[config.mk]
export PLATFORM = sky130hd
export DESIGN_NAME = auto_exposure_controller
export DESIGN_NICKNAME = d
export VERILOG_FILES = /design/src/rtl/auto_exposure_controller.sv
export SDC_FILE = /design/constraint.sdc
export NUM_CORES = 1
export LEC_CHECK = 0
export BUFFER_PORTS_ARGS = -buffer_cell sky130_fd_sc_hd__buf_2
export CAP_MARGIN = 0
export CORE_UTILIZATION = 58
export CTS_BUF_LIST = sky130_fd_sc_hd__clkbuf_16
export CTS_CLUSTER_SIZE = 8
export DETAILED_ROUTE_END_ITERATION = 8
export HOLD_SLACK_MARGIN = 0.06
export PLACE_DENSITY = 0.77
export SLEW_MARGIN = 20
export SYNTH_ARGS = -nofsm -noshare
export SYNTH_HDL_FRONTEND = slang
export SYNTH_SLANG_ARGS = --single-unit
[constraint.sdc]
create_clock -name clk_camera -period 3.6 [get_ports clk_camera]
set_clock_uncertainty 0.05 [all_clocks]
set_input_delay 0.54 -clock clk_camera [delete_from_list [all_inputs] [get_ports clk_camera]]
set_output_delay 0.54 -clock clk_camera [all_outputs]
set_load 0.1 [all_outputs]
[src/rtl/auto_exposure_controller.sv]
// Mean-luma exposure loop: frame_end at N -> new exposure + ready_update_out at N+3; requests spaced >= 4 cycles, extras merged.
// No backpressure on the pixel stream; AE_STATS_EN adds per-frame stat_sum/stat_cnt/stat_valid outputs.
module auto_exposure_controller #(
  parameter logic [7:0] TARGET_LO     = 8'd100,
  parameter logic [7:0] TARGET_HI     = 8'd140,
  parameter logic [7:0] STEP          = 8'd4,
  parameter logic [7:0] EXP_MIN       = 8'd1,
  parameter logic [7:0] EXP_MAX       = 8'd255,
  parameter logic [7:0] INIT_EXPOSURE = 8'h40,
  parameter int         SETTLE_FRAMES = 2
) (
  input  logic        clk_camera,
  input  logic        sys_rst_camera,
  input  logic        pixel_valid,
  input  logic [7:0]  pixel_luma,
  input  logic        frame_end,
  input  logic [1:0]  mode,
  input  logic [7:0]  manual_value,
  output logic [7:0]  exposure,
  output logic        manual_exposure,
  output logic        ready_update_out
`ifdef AE_STATS_EN
  ,
  output logic [23:0] stat_sum,
  output logic [16:0] stat_cnt,
  output logic        stat_valid
`endif
);

  localparam logic [1:0] ST_WAIT    = 2'd0;
  localparam logic [1:0] ST_COMPARE = 2'd1;
  localparam logic [1:0] ST_UPDATE  = 2'd2;
  localparam logic [1:0] ST_SETTLE  = 2'd3;
  localparam logic [3:0] SETTLE_N   = 4'(SETTLE_FRAMES);

  logic [23:0] acc_sum_q, acc_sum_d, cur_sum;
  logic [16:0] acc_cnt_q, acc_cnt_d, cur_cnt;
  logic        acc_sum_sat_q, acc_sum_sat_d, cur_sum_sat;
  logic        acc_cnt_sat_q, acc_cnt_sat_d, cur_cnt_sat;
  logic [24:0] sum_add;

  logic [23:0] snap_sum_q, snap_sum_d;
  logic [16:0] snap_cnt_q, snap_cnt_d;
  logic        snap_sum_sat_q, snap_sum_sat_d;
  logic        snap_cnt_sat_q, snap_cnt_sat_d;

  logic [1:0]  state_q, state_d;
  logic [3:0]  settle_q, settle_d;
  logic [24:0] lo_q, lo_d, hi_q, hi_d;
  logic [23:0] cmp_sum_q, cmp_sum_d;
  logic [7:0]  exp_q, exp_d;
  logic [8:0]  exp_up, exp_dn;
  logic [7:0]  exp_up_c, exp_dn_c;
  logic        loop_mode, loop_req;

  logic [1:0]  mode_q;
  logic [7:0]  manval_q;
  logic        boot_q;
  logic        chg, new_req;
  logic        pend_q, pend_d;
  logic [1:0]  gap_q, gap_d;
  logic        ready_q, ready_d;
  logic [7:0]  exp_out_q, exp_out_d;
  logic        man_out_q, man_out_d;

  // Pixel coinciding with frame_end belongs to the closing frame.
  always_comb begin
    sum_add     = {1'b0, acc_sum_q} + {17'd0, pixel_luma};
    cur_sum     = acc_sum_q;
    cur_cnt     = acc_cnt_q;
    cur_sum_sat = acc_sum_sat_q;
    cur_cnt_sat = acc_cnt_sat_q;
    if (pixel_valid) begin
      if (sum_add[24]) begin
        cur_sum     = '1;
        cur_sum_sat = 1'b1;
      end else begin
        cur_sum = sum_add[23:0];
      end
      if (acc_cnt_q == '1) begin
        cur_cnt_sat = 1'b1;
      end else begin
        cur_cnt = acc_cnt_q + 17'd1;
      end
    end

    acc_sum_d      = frame_end ? '0   : cur_sum;
    acc_cnt_d      = frame_end ? '0   : cur_cnt;
    acc_sum_sat_d  = frame_end ? 1'b0 : cur_sum_sat;
    acc_cnt_sat_d  = frame_end ? 1'b0 : cur_cnt_sat;
    snap_sum_d     = frame_end ? cur_sum     : snap_sum_q;
    snap_cnt_d     = frame_end ? cur_cnt     : snap_cnt_q;
    snap_sum_sat_d = frame_end ? cur_sum_sat : snap_sum_sat_q;
    snap_cnt_sat_d = frame_end ? cur_cnt_sat : snap_cnt_sat_q;
  end

  always_comb begin
    exp_up   = {1'b0, exp_q} + {1'b0, STEP};
    exp_dn   = {1'b0, exp_q} - {1'b0, STEP};
    exp_up_c = (exp_up > {1'b0, EXP_MAX}) ? EXP_MAX : exp_up[7:0];
    exp_dn_c = (exp_dn[8] || (exp_dn[7:0] < EXP_MIN)) ? EXP_MIN : exp_dn[7:0];
  end

  assign loop_mode = mode[1];

  always_comb begin
    state_d   = state_q;
    settle_d  = settle_q;
    lo_d      = lo_q;
    hi_d      = hi_q;
    cmp_sum_d = cmp_sum_q;
    exp_d     = exp_q;
    loop_req  = 1'b0;

    case (state_q)
      ST_WAIT: begin
        settle_d = '0;
        if (frame_end) state_d = ST_COMPARE;
      end
      ST_COMPARE: begin
        lo_d      = {8'd0, snap_cnt_q} * {17'd0, TARGET_LO};
        hi_d      = {8'd0, snap_cnt_q} * {17'd0, TARGET_HI};
        cmp_sum_d = snap_sum_q;
        if (snap_cnt_q == '0 || snap_sum_sat_q || snap_cnt_sat_q) state_d = ST_WAIT;
        else                                                      state_d = ST_UPDATE;
      end
      ST_UPDATE: begin
        if ({1'b0, cmp_sum_q} < lo_q)      exp_d = exp_up_c;
        else if ({1'b0, cmp_sum_q} > hi_q) exp_d = exp_dn_c;
        settle_d = '0;
        if (exp_d != exp_q) begin
          loop_req = 1'b1;
          state_d  = (SETTLE_N == 4'd0) ? ST_WAIT : ST_SETTLE;
        end else begin
          state_d = ST_WAIT;
        end
      end
      default: begin
        if (frame_end) begin
          if (settle_q + 4'd1 >= SETTLE_N) begin
            state_d  = ST_WAIT;
            settle_d = '0;
          end else begin
            settle_d = settle_q + 4'd1;
          end
        end
      end
    endcase

    // Leaving loop mode freezes or overrides the loop and aborts any sequence in flight.
    if (!loop_mode) begin
      state_d  = ST_WAIT;
      settle_d = '0;
      loop_req = 1'b0;
    end
    if (mode == 2'd1) exp_d = manual_value;
  end

  // Outputs only move when a request issues, so they stay put through the configurator's write.
  always_comb begin
    chg       = (mode != mode_q) || ((mode == 2'd1) && (manual_value != manval_q));
    new_req   = boot_q || chg || loop_req;
    ready_d   = (pend_q || new_req) && (gap_q == 2'd0);
    pend_d    = (pend_q || new_req) && !ready_d;
    gap_d     = ready_d ? 2'd3 : ((gap_q != 2'd0) ? gap_q - 2'd1 : 2'd0);
    exp_out_d = ready_d ? exp_d : exp_out_q;
    man_out_d = ready_d ? (mode != 2'd0) : man_out_q;
  end

  always_ff @(posedge clk_camera) begin
    if (sys_rst_camera) begin
      acc_sum_q      <= '0;
      acc_cnt_q      <= '0;
      acc_sum_sat_q  <= 1'b0;
      acc_cnt_sat_q  <= 1'b0;
      snap_sum_q     <= '0;
      snap_cnt_q     <= '0;
      snap_sum_sat_q <= 1'b0;
      snap_cnt_sat_q <= 1'b0;
      state_q        <= ST_WAIT;
      settle_q       <= '0;
      lo_q           <= '0;
      hi_q           <= '0;
      cmp_sum_q      <= '0;
      exp_q          <= INIT_EXPOSURE;
      mode_q         <= mode;
      manval_q       <= manual_value;
      boot_q         <= 1'b1;
      pend_q         <= 1'b0;
      gap_q          <= '0;
      ready_q        <= 1'b0;
      exp_out_q      <= INIT_EXPOSURE;
      man_out_q      <= 1'b0;
    end else begin
      acc_sum_q      <= acc_sum_d;
      acc_cnt_q      <= acc_cnt_d;
      acc_sum_sat_q  <= acc_sum_sat_d;
      acc_cnt_sat_q  <= acc_cnt_sat_d;
      snap_sum_q     <= snap_sum_d;
      snap_cnt_q     <= snap_cnt_d;
      snap_sum_sat_q <= snap_sum_sat_d;
      snap_cnt_sat_q <= snap_cnt_sat_d;
      state_q        <= state_d;
      settle_q       <= settle_d;
      lo_q           <= lo_d;
      hi_q           <= hi_d;
      cmp_sum_q      <= cmp_sum_d;
      exp_q          <= exp_d;
      mode_q         <= mode;
      manval_q       <= manual_value;
      boot_q         <= 1'b0;
      pend_q         <= pend_d;
      gap_q          <= gap_d;
      ready_q        <= ready_d;
      exp_out_q      <= exp_out_d;
      man_out_q      <= man_out_d;
    end
  end

  assign exposure         = exp_out_q;
  assign manual_exposure  = man_out_q;
  assign ready_update_out = ready_q;

`ifdef AE_STATS_EN
  logic stat_vld_q;

  always_ff @(posedge clk_camera) begin
    if (sys_rst_camera) stat_vld_q <= 1'b0;
    else                stat_vld_q <= frame_end;
  end

  assign stat_sum   = snap_sum_q;
  assign stat_cnt   = snap_cnt_q;
  assign stat_valid = stat_vld_q;
`endif

endmodule

==> flow_summary.yaml <==
run_status:
  status: "complete, but fails checks"
  violations: "setup timing"
power_and_ir_drop:
  combPwrFrac_pct: 40.5
  seq_power_share_pct: 34.2
  peakVddDrop_mv: 0.343
  p_per_area_nw_per_um2: 486
  p_int_uw: 4300
  p_sw_share_pct: 40.6
  clkPwrFrac_pct: 25.2
  p_switching_uw: 2940
  p_leak_uw: 0.00642
drt:
  antenna_left: 0
  routedWlPerCell_um: 16.5
  vias: 10830
  via_per_inst: 5.72
  remaining_drc_errors: 0
  wl_mm: 31.4
  firstDrtPassIters: 5
  drt_iter0_markers: 644
clock_tree:
  cts-root-buf: "clkbuf_16"
  cts.sinks: 192
  htreeDepth: 4
  cts_tree: "built"
  clock_path_buffers: 2
  path_clk_slew_ps: 80
  numCtsBuffers: 17
  worstSkewPairLatency_ps: 450
floorplan:
  die_area_um2: 22400
  die_x_um: 150
  die_h_um: 150
  io_pins: 32
  start_util_pct: 59.6
  core_area_um2: 21200
  std_cell_rows: 53
critical_path:
  rr_endpoint: "hi_q[22]"
  slowest_stage: "or4_4"
  crit_family: "adder cells"
  max_stage_delay_ps: 550
  crit_chain: "inv_4 -> ha_4 -> ha_4 -> inv_2 -> fa_1 -> inv_1 -> ha_2 -> or4_4 -> o22ai_4 -> o2111ai_2 -> a311o_1 -> a21o_1 -> a21o_1 -> mux2i_1 -> o31ai_1"
  crit_fanout: 4
  r2r_start: "snap_cnt_q[7]"
  start_kind: "register"
  rrSetupSlack_ps: -10
  end_kind: "register"
  r2r_cells: 15
  crit_buf_inv: 3
  cp.arrival_ps: 3870
  crit_required_ps: 3860
  path_class: "register to register"
finish:
  insertedDiodeCount: 0
  finish.utilization_pct: 70.2
  synthToLayoutAreaGrowth_pct: 17.9
  drive_gt1_share_pct: 18.2
  fin_nets: 1813
timing:
  fmax_mhz: 277
  finalSetupViolCount: 1
  hold_viol_final: 0
  min_period_over_period_pct: 100
  tightestPinTransition_ps: 977
  period_needed_ps: 3610
  relSlewSlack_pct: 34.8
  rsz0062_at_grt: "yes"
  setup_slack_ps: -12.4
  slew_viol_final: 0
hold_path:
  min_path_type: "input pin to register"
  min_from: "manual_value[0]"
  hold_depth: 1
  whs_endpoint: "manval_q[0]"
synthesis:
  yosys.area_share.simple_pct: 17.4
  synth_area_um2: 12600
  yosys_warnings: 0
  synth-xor-area-share_pct: 4.23
  synth_top_family_by_area: "adder cells"
  synth.avg_cell_area_um2: 8.44
  ys_seq_area_share_pct: 30.4
  ys_ff_latch: 192
  synth_cells: 1497
  synth_fa_ha_area_share_pct: 19.8
  synth-edff-count: 0
  synth.distinct_cells: 83
  synth_compound_area_share_pct: 14.5
  syn_nets: 1703
  synthMuxAreaShare_pct: 6.00
  async_flop_share_pct: 0
  synth_flop_cell: "dfxtp_1"
global_route:
  grt_max_degree: 78
  antenna_found_initial: 0
  grt_pass1_vias: 10363
  gr-usage-all-layers_pct: 28.3
  grt_pass1_wl_mm: 49.9
  grt-ovfl-total: 0
place:
  dpl_worst_slack_ps: -188
  gp_congestion: 0.911
  place_hpwl_mm: 22.3
  port_buffers: 31
flow_run:
  drv_cap: 0
==> worst register-to-register path: cells and delay by family, from the launching register on <==
family | cells | cell delay [ps]
adders and majority gates | 4 | 1150
buffers and inverters | 3 | 140
AOI/OAI and AO/OA | 6 | 1050
and+or+nand+nor | 1 | 550
DFF | 1 | 390
muxes | 1 | 150
==> cell usage in the layout (no fill, tap or decap), types with 14 or more instances in the layout <==
cell       synthesis  final
nor3_1            39     37
clkbuf_16          0     17
mux2i_1           63     63
buf_2              4     30
buf_4              0    114
nor2_1           213    210
ha_4               0     23
nand2_1           60     60
inv_1            199    188
dfxtp_1          192    181
xnor2_1           39     39
a211oi_1          42     39
xor2_1            22     21
o21ai_0           36     31
a21oi_1           63     58
nor2b_1           27     26
fa_1              26     26
nand3_1           34     33
ha_1             158    131
nand4_1           21     21
and3_1            15     14
a31oi_1           22     18
==> through the flow <==
step / area (um2) / TNS, ps / hold WS [ps] / instances / total power, uW
global route: 14900 / -681 / 179 / 1895 / 7610
detailed placement: 13700 / -968 / 398 / 1852 / 5280
global placement: 13700 / -454 / 386 / 1852 / 5240
CTS: 14500 / -20.8 / 170 / 1890 / 7140
floorplan: 12700 / -50.8 / 373 / 1497 / 4540
finish: 14900 / -12.4 / 183 / 1895 / 7240
==> final cells by class <==
class	instances	area (um2)
Inverter	200	753
Multi-Input combinational cell	1051	8370
Clock buffer	17	425
Clock inverter	15	128
Fill cell	1627	6320
Timing Repair Buffer	145	1020
Tap cell	275	344
Sequential cell	192	3870
==> flip-flops by register name, summed over array words and instances (netlist names) <==
signal,cells
acc_sum_q,24
cmp_sum_q,24
snap_sum_q,24
hi_q,23
lo_q,21
acc_cnt_q,17
snap_cnt_q,17
exp_q,8
exposure,8
manval_q,8
settle_q,4
gap_q,2
mode_q,2
state_q,2
acc_cnt_sat_q,1
acc_sum_sat_q,1
boot_q,1
manual_exposure,1
pend_q,1
ready_update_out,1
snap_cnt_sat_q,1
snap_sum_sat_q,1
==> worst max-delay path by stage <==
stage | startpoint | end | slack (ps) | depth (start not counted)
after floorplan | snap_cnt_q[7] | hi_q[22] | -50 | 15
after CTS | snap_cnt_q[2] | lo_q[21] | -20 | 17
after global routing | snap_cnt_q[5] | hi_q[22] | -140 | 15
after detailed placement | snap_cnt_q[8] | hi_q[23] | -190 | 16
final | snap_cnt_q[7] | hi_q[22] | -10 | 15
after global placement | snap_cnt_q[5] | hi_q[22] | -100 | 14
==> timing repair <==
action / in CTS / in global routing
pin swaps: 18 / 32
setup buffers: 6 / 5
cloned: 0 / 0
hold endpoints to repair: 0 / 0
hold buffers: 0 / 0
gates resized for setup: 39 / 61
setup endpoints to repair: 12 / 18
==> cells in the mapped netlist (26+ instances only) <==
cell type,n,area share [%]
dfxtp_1,192,30
nor3_1,39,1.5
nor2_1,213,6.3
ha_1,158,16
o21ai_0,36,1.4
nand2_1,60,1.8
fa_1,26,4.1
nor2b_1,27,1.3
a211oi_1,42,2.5
clkbuf_1,34,1.0
mux2i_1,63,5.0
xnor2_1,39,2.7
a21oi_1,63,2.5
nand3_1,34,1.3
inv_1,199,5.9
==> power groups by stage <==
stage	Clock, uW	Combinational, uW	Sequential [uW]
floorplan	0	1840	2690
global placement	0	2720	2520
detailed placement	0	2750	2520
CTS	1860	2810	2480
global route	1940	3180	2500
finish	1830	2930	2480
==> logic make-up after synthesis <==
family,after synthesis
flops,192
buf+inv,254
fa+ha+maj,184
xor+xnor,61
mux,72
compound gates,266
simple gates,468
==> per-layer routing <==
metal,track usage [%],wire length [um],up-vias
met1,34.8,13500,5148
met5,0,0,-
li1,-,-,5337
met3,4.45,1420,72
met4,11.3,1020,0
met2,48.9,15400,273
Note: power is estimated with default switching activity, not from simulation.
